===== config.mk =====
export PLATFORM = sky130hd
export DESIGN_NAME = ysyx_23060061_pc_gen_flat
export DESIGN_NICKNAME = d
export VERILOG_FILES = /design/src/rtl/ysyx_23060061_pc_gen_if.sv /design/src/rtl/ysyx_23060061_pc_gen.sv /design/src/flat_wrapper.sv
export SDC_FILE = /design/constraint.sdc
export NUM_CORES = 1
export LEC_CHECK = 0
export ABC_AREA = 1
export BUFFER_PORTS_ARGS = -buffer_cell sky130_fd_sc_hd__buf_2
export CORE_UTILIZATION = 55
export DETAILED_ROUTE_END_ITERATION = 12
export GPL_TIMING_DRIVEN = 0
export HOLD_SLACK_MARGIN = 0.08
export PLACE_DENSITY = 0.84
export SKIP_CTS_REPAIR_TIMING = 1
export SYNTH_ARGS = -nofsm -noshare
export SYNTH_HDL_FRONTEND = slang
export SYNTH_SLANG_ARGS = --single-unit
export TNS_END_PERCENT = 1

===== constraint.sdc =====
create_clock -name clk -period 2.15 [get_ports clk]
set_input_delay 0.3225 -clock clk [delete_from_list [all_inputs] [get_ports clk]]
set_output_delay 0.3225 -clock clk [all_outputs]
set_load 0.02 [all_outputs]

===== src/rtl/ysyx_23060061_pc_gen_if.sv =====
// Fetch/execute handshake bundle for the PC generator.
// The master side is the PC generator; the slave side is the IFU/EXU environment.
interface ysyx_23060061_pc_gen_if;
    logic [31:0] pc_o;
    logic        pc_valid;
    logic        pc_ready;
    logic        ex_valid;
    logic        ex_ready;
    logic        ex_is_branch;
    logic        ex_is_jump;
    logic [2:0]  ex_funct3;
    logic [31:0] ex_target;
    logic        BrEq;
    logic        BrLt;
    logic        BrUn;
    logic        ctl_err;

    modport master (
        output pc_o, pc_valid, ex_ready, BrUn, ctl_err,
        input  pc_ready, ex_valid, ex_is_branch, ex_is_jump, ex_funct3,
               ex_target, BrEq, BrLt
    );

    modport slave (
        input  pc_o, pc_valid, ex_ready, BrUn, ctl_err,
        output pc_ready, ex_valid, ex_is_branch, ex_is_jump, ex_funct3,
               ex_target, BrEq, BrLt
    );
endinterface


===== src/rtl/ysyx_23060061_pc_gen.sv =====
// PC generator: issues fetch addresses, then resolves branch/jump outcomes into the next PC.
// Define YSYX_23060061_PC_GEN_BRCNT_EN to add saturating branch total/taken counters.
module ysyx_23060061_pc_gen #(
    parameter logic [31:0] RESET_PC = 32'h8000_0000
) (
    input  logic                         clk,
    input  logic                         rst,
    ysyx_23060061_pc_gen_if.master       bus
`ifdef YSYX_23060061_PC_GEN_BRCNT_EN
    ,
    output logic [31:0]                  br_total,
    output logic [31:0]                  br_taken
`endif
);

    localparam logic [1:0] BOOT  = 2'd0;
    localparam logic [1:0] ISSUE = 2'd1;
    localparam logic [1:0] WAIT  = 2'd2;
    localparam logic [1:0] HALT  = 2'd3;

    logic [1:0]  state;
    logic [31:0] pc_q;
    logic        err_q;

    logic        ex_fire;
    logic        taken;
    logic        illegal;
    logic        redirect;
    logic        misaligned;
    logic [31:0] target_sel;
    logic [31:0] next_pc;

    assign bus.pc_o     = pc_q;
    assign bus.pc_valid = (state == ISSUE);
    assign bus.ex_ready = (state == WAIT);
    assign bus.BrUn     = bus.ex_funct3[1];
    assign bus.ctl_err  = err_q;

    assign ex_fire = (state == WAIT) && bus.ex_valid;

    always_comb begin
        taken = 1'b0;
        case (bus.ex_funct3)
            3'b000:         taken = bus.BrEq;
            3'b001:         taken = !bus.BrEq;
            3'b100, 3'b110: taken = bus.BrLt;
            3'b101, 3'b111: taken = !bus.BrLt;
            default:        taken = 1'b0;
        endcase
    end

    // A jump overrides any branch decode, so an odd funct3 on a jump is not an error.
    assign illegal    = bus.ex_is_branch && !bus.ex_is_jump &&
                        ((bus.ex_funct3 == 3'b010) || (bus.ex_funct3 == 3'b011));
    assign redirect   = bus.ex_is_jump || (bus.ex_is_branch && taken);
    assign target_sel = bus.ex_is_jump ? {bus.ex_target[31:1], 1'b0} : bus.ex_target;
    assign misaligned = redirect && target_sel[1];
    assign next_pc    = redirect ? target_sel : (pc_q + 32'd4);

    always_ff @(posedge clk or posedge rst) begin
        if (rst) begin
            state <= BOOT;
            pc_q  <= RESET_PC;
            err_q <= 1'b0;
        end else begin
            err_q <= 1'b0;
            case (state)
                BOOT: state <= ISSUE;
                ISSUE: begin
                    if (bus.pc_ready) begin
                        state <= WAIT;
                    end
                end
                WAIT: begin
                    if (bus.ex_valid) begin
                        if (illegal || misaligned) begin
                            err_q <= 1'b1;
                            state <= HALT;
                        end else begin
                            pc_q  <= next_pc;
                            state <= ISSUE;
                        end
                    end
                end
                default: state <= HALT;
            endcase
        end
    end

`ifdef YSYX_23060061_PC_GEN_BRCNT_EN
    logic branch_outcome;

    assign branch_outcome = ex_fire && bus.ex_is_branch && !bus.ex_is_jump && !illegal;

    always_ff @(posedge clk or posedge rst) begin
        if (rst) begin
            br_total <= 32'd0;
            br_taken <= 32'd0;
        end else if (branch_outcome) begin
            if (br_total != 32'hFFFF_FFFF) begin
                br_total <= br_total + 32'd1;
            end
            if (taken && (br_taken != 32'hFFFF_FFFF)) begin
                br_taken <= br_taken + 32'd1;
            end
        end
    end
`endif

endmodule


===== src/flat_wrapper.sv =====
// flat-port wrapper written by rule: the top's interface ports become plain ports
module ysyx_23060061_pc_gen_flat 
#(
    parameter logic [31:0] RESET_PC = 32'h8000_0000
)
  (clk, rst, bus_pc_o, bus_pc_valid, bus_ex_ready, bus_BrUn, bus_ctl_err, bus_pc_ready, bus_ex_valid, bus_ex_is_branch, bus_ex_is_jump, bus_ex_funct3, bus_ex_target, bus_BrEq, bus_BrLt);
  ysyx_23060061_pc_gen_if bus_i ();
  input  logic clk;
  input  logic rst;
  output wire logic [$bits(bus_i.pc_o)-1:0] bus_pc_o;
  output wire logic [$bits(bus_i.pc_valid)-1:0] bus_pc_valid;
  output wire logic [$bits(bus_i.ex_ready)-1:0] bus_ex_ready;
  output wire logic [$bits(bus_i.BrUn)-1:0] bus_BrUn;
  output wire logic [$bits(bus_i.ctl_err)-1:0] bus_ctl_err;
  input wire logic [$bits(bus_i.pc_ready)-1:0] bus_pc_ready;
  input wire logic [$bits(bus_i.ex_valid)-1:0] bus_ex_valid;
  input wire logic [$bits(bus_i.ex_is_branch)-1:0] bus_ex_is_branch;
  input wire logic [$bits(bus_i.ex_is_jump)-1:0] bus_ex_is_jump;
  input wire logic [$bits(bus_i.ex_funct3)-1:0] bus_ex_funct3;
  input wire logic [$bits(bus_i.ex_target)-1:0] bus_ex_target;
  input wire logic [$bits(bus_i.BrEq)-1:0] bus_BrEq;
  input wire logic [$bits(bus_i.BrLt)-1:0] bus_BrLt;
  assign bus_pc_o = bus_i.pc_o;
  assign bus_pc_valid = bus_i.pc_valid;
  assign bus_ex_ready = bus_i.ex_ready;
  assign bus_BrUn = bus_i.BrUn;
  assign bus_ctl_err = bus_i.ctl_err;
  assign bus_i.pc_ready = bus_pc_ready;
  assign bus_i.ex_valid = bus_ex_valid;
  assign bus_i.ex_is_branch = bus_ex_is_branch;
  assign bus_i.ex_is_jump = bus_ex_is_jump;
  assign bus_i.ex_funct3 = bus_ex_funct3;
  assign bus_i.ex_target = bus_ex_target;
  assign bus_i.BrEq = bus_BrEq;
  assign bus_i.BrLt = bus_BrLt;
  ysyx_23060061_pc_gen #(.RESET_PC(RESET_PC)) u_core (.clk(clk), .rst(rst), .bus(bus_i));
endmodule

### After elaboration in Yosys (flattened, before gate mapping)

Cells that the tools add are included.

| word-level totals | value |
|---|---|
| input bits | 43 |
| logic and storage cells | 42 |
| bits in registers | 35 |

| cells by class | value |
|---|---|
| bitwise logic cells | 1 |
| equal/unequal tests | 11 |
| add/subtract/negate cells | 1 |
| mux-type cells | 10 |
| reductions and logical operators | 16 |

Operators by type and width:

| operator | count |
|---|---|
| adder 32 x 3 -> 32 bit (second input constant) | 1 |
| 2-to-1 mux 32 bit | 1 |
| == test 3 bit (second input constant) | 4 |
| == test 3 x 2 -> 1 bit (second input constant) | 2 |
| 2-to-1 mux 2 bit | 3 |
| case mux 2 bit (3 select lines) | 1 |
| logical AND 1 bit | 4 |
| 2-to-1 mux 1 bit | 4 |
| != test 2 x 1 -> 1 bit (second input constant) | 2 |
| case mux 1 bit (4 select lines) | 1 |
| OR reduction 2 bit | 2 |
| == test 3 x 1 -> 1 bit (second input constant) | 1 |
| zero test 1 bit | 3 |
| zero test 3 bit | 1 |
| logical OR 1 bit | 3 |
| AND reduction 3 bit | 1 |
| == test 2 x 1 -> 1 bit (second input constant) | 1 |
| == test 2 bit (second input constant) | 1 |
| zero test 2 bit | 1 |
| AND reduction 2 bit | 1 |
| inverter 1 bit | 1 |

### Depth between registers and ports, before layout

| depth | value |
|---|---|
| word-level depth | 10 |
| mapped depth | 13 |
| gate-level depth less buffers | 12 |

### Least setup slack after synthesis

Ideal clock, no wire load.

| timing path | value |
|---|---|
| path kind | register -> register |
| start | register u_core.pc_q[2] (netlist: u_core.bus.pc_o[2]) |
| end | register u_core.pc_q[24] (netlist: u_core.bus.pc_o[24]) |
| buffers on the path | 0 |
| library setup time | 117 ps |
| period minus slack after synthesis | 1638 ps |
| stages on the path, launching flop included | 13 |
| slack | 512 ps |
| required time | 2033 ps |
| data arrival time | 1521 ps |
| cell sequence | dfrtp_1 ha_1 nand3_1 nor2_1 nand2_1 clkinv_1 nand2_1 nand2_1 nand2_1 nand2_1 nand2_1 nand2_1 nand2_1 |

| between the ends | value |
|---|---|
| longest elaborated chain between the ends | 2 |

Ends and longest elaborated chain:

| element | line | source |
|---|---|---|
| from (decl) | ysyx_23060061_pc_gen.sv:22 | `logic [31:0] pc_q;` |
| from (signal assigned) | ysyx_23060061_pc_gen.sv:80 | `pc_q <= next_pc;` |
| adder 32 x 3 -> 32 bit | ysyx_23060061_pc_gen.sv:58 | `assign next_pc = redirect ? target_sel : (pc_q + 32'd4);` |
| 2-to-1 mux 32 bit | ysyx_23060061_pc_gen.sv:58 |  |

Every way passes these cells.
A chain may end at the register's enable or synchronous reset.

### Worst setup path in the final report

Same ends and word-level chain as after synthesis.

==> summary.txt <==
CTS Buffer Depth: 2
Iter 0 DRT Violations: 248
TNS Setup: 0 ns
CP Launch Type: flop
total die area: 5170 µm²
grt total ovfl: 0
min-delay worst type: in -> async
most frequent cell after synthesis: nand2_1
Core Footprint: 4720 µm²
Reg-to-Reg End: u_core.bus.pc_o[24]
first-pass GRT wire length: 12.5 mm
vias in the first global route: 2941
Clock Skew: 0.00744 ns
routed len/inst: 11.9 µm
TritonCTS clock tree: built
R2R Setup Slk: 0.40 ns
Util after Layout: 0.692
initial antenna violation count: 0
DPL Wire Length: 5.62 mm
combinational power share: 0.455
Yosys top cell by area: nand2_1
fin worst setup slack: 0.398 ns
Fmax: 571 MHz
antenna diode count: 0
Worst Setup End Kind: flop
CTS root buffer: clkbuf_8
final max-slew violation count: 0
Synth top area share: 0.358
outcome: finished clean
Synth Warn #: 0
CTS Sinks: 35
synthesized area: 2690 µm²
async set or reset register ratio after synthesis: 1.00
DR DRC count: 0
Power Dens Cells: 1010 nW/µm²
relative slew slack: 0.566
number of buffers added on ports: 78
Hold Vio Cnt, Final: 0
vias per std cell: 5.03
Area Overhead vs Synth: 21.7%
Fill cells: 436
ys flop type: dfrtp_1
measured slew at the worst slew-check pin: 0.651 ns
VDD IR max: 0.000654 V
R2R Path Start: u_core.bus.pc_o[2]
P_sw: 0.00160 W
Syn Inst Count: 458
Final ANT Viol Nets: 0
Num CTS Buffers: 5
CP arrival: 1.94 ns
Initial Utilization: 0.569
fin crit period: 1.75 ns
Max Cap Viol: 0
Final Setup Violations: 0
clk_lat worst skew: 0.29 ns
multi-input logic area: 1570 µm²
# rows: 25
Reg area: 877 µm²
Critical Path Max Stage Delay: 0.44 ns
Worst Path Required: 2.34 ns
critical path, cell by cell: ha_1 -> nand3_1 -> nor2_1 -> nand2_1 -> clkinv_1 -> nand2_1 -> nand2_1 -> nand2_1 -> nand2_1 -> nand2_1 -> nand2_1 -> nand2_1
clock group share of total power: 0.142
Synth Net Count: 502
synth top area cells: nand2_1 (36%), dfrtp_1 (32%), nor2_1 (6.8%)
drt total wl: 7.27 mm
register area share after synthesis: 0.327
commonest cells in the netlist: nand2_1 (256), nor2_1 (49), dfrtp_1 (34), inv_1 (34), nand3_1 (23)
share of layout cells above drive strength 1: 0.206
largest net degree at the start of global routing: 23
Die Width: 71.9 µm
die height: 71.9 µm
DR vias: 3079
fin crit share: 0.815
EDFF count, synth: 0
DR pass1 iterations: 4
CP max FO: 6
nets@finish: 588
library cells used by synthesis: 26
RSZ-0062 raised after global routing: no
Reg clk slew, reported paths: 0.07 ns
Net Sw Frac: 0.484
I/O pins: 79
dpl ws: 0.428 ns
Syn Area/Cell: 5.87 µm²
Yosys reg bits: 35
CP Class: reg -> reg
Leak Pwr: 1.82 nW
Slowest cell on crit path: dfrtp_1
H-Tree Depth: 2
GRT Total Usage: 0.307
reg2reg path depth: 12
Sequential Power Share: 0.404
CP dominant cell by count: nand2_1
Final GP Congestion: 0.965
cell-internal power: 0.00171 W
Crit. Startpoint: u_core.bus.pc_o[2]
[cells by family after synthesis]
logic type	synth area share
compound gates	0.0387
xor+xnor	0.0359
fa+ha+maj	0.00466
buf+inv	0.0885
flops	0.327
simple gates	0.506
[state kept, by name, summed over array words and instances (netlist names)]
register,cells
u_core.bus.pc_o,32
u_core.state,2
u_core.bus.ctl_err,1
[through the flow]
step | hold WS, ns | cells | cell area (µm²) | total power (W)
2_1_floorplan | 0.469 | 458 | 2690 | 0.00229
3_5_place_dp | 0.442 | 604 | 3190 | 0.00284
4_1_cts | 0.136 | 612 | 3270 | 0.00330
3_3_place_gp | 0.448 | 603 | 3160 | 0.00277
5_1_grt | 0.165 | 612 | 3270 | 0.00356
6_report | 0.109 | 612 | 3270 | 0.00331
[layout make-up]
cell class              instances  area share
clock buffers                   7      0.0233
repair buffers                 79       0.128
multi-input cells             373       0.481
flip-flops and latches         35       0.268
plain buffers                  13      0.0302
clock inverters                 1     0.00153
inverters                      37      0.0425
well taps                      67      0.0256
[worst max-delay path: cells and delay by family, from the launching register on]
family / cells / cell delay, ns
buffers and inverters: 1 / 0.08
DFF: 1 / 0.44
and+or+nand+nor: 10 / 0.87
adders and majority gates: 1 / 0.24
[worst max-delay path by stage]
stage / to / cells after the start
4_1_cts: u_core.bus.pc_o[24] / 12
2_1_floorplan: u_core.bus.pc_o[24] / 12
3_3_place_gp: u_core.bus.pc_o[24] / 12
6_report: u_core.bus.pc_o[24] / 12
3_5_place_dp: u_core.bus.pc_o[24] / 12
5_1_grt: u_core.bus.pc_o[24] / 12
[cells in the final DEF, fill, tap and decap left out, drive strengths merged]
cell | Yosys | routed
o21bai | 4 | 4
nor2 | 55 | 55
dfrtp | 34 | 34
nor3 | 1 | 1
clkbuf | 0 | 7
buf | 13 | 92
o21ai | 10 | 10
nand2 | 260 | 260
dfstp | 1 | 1
xnor2 | 2 | 2
inv | 36 | 36
nand3 | 23 | 23
a21oi | 4 | 4
ha | 1 | 1
xor2 | 9 | 9
nand4 | 3 | 3
clkinv | 1 | 2
nand3b | 1 | 1
[power groups by stage]
stage / Clock [W] / Combinational, W / Sequential (W)
after floorplan: 0 / 0.000759 / 0.00153
after global placement: 0 / 0.00145 / 0.00132
after detailed placement: 0 / 0.00151 / 0.00133
after CTS: 0.000468 / 0.00151 / 0.00132
after global routing: 0.000498 / 0.00169 / 0.00137
final: 0.000469 / 0.00150 / 0.00134
[metal layers]
metal | up-vias | GRT usage | wire [µm]
li1 | 1558 | - | -
met1 | 1391 | 0.382 | 3230
met2 | 114 | 0.525 | 3510
met3 | 16 | 0.0506 | 375
met4 | 0 | 0.135 | 156
met5 | - | 0 | 0
Power figures use the tool's default switching activity.
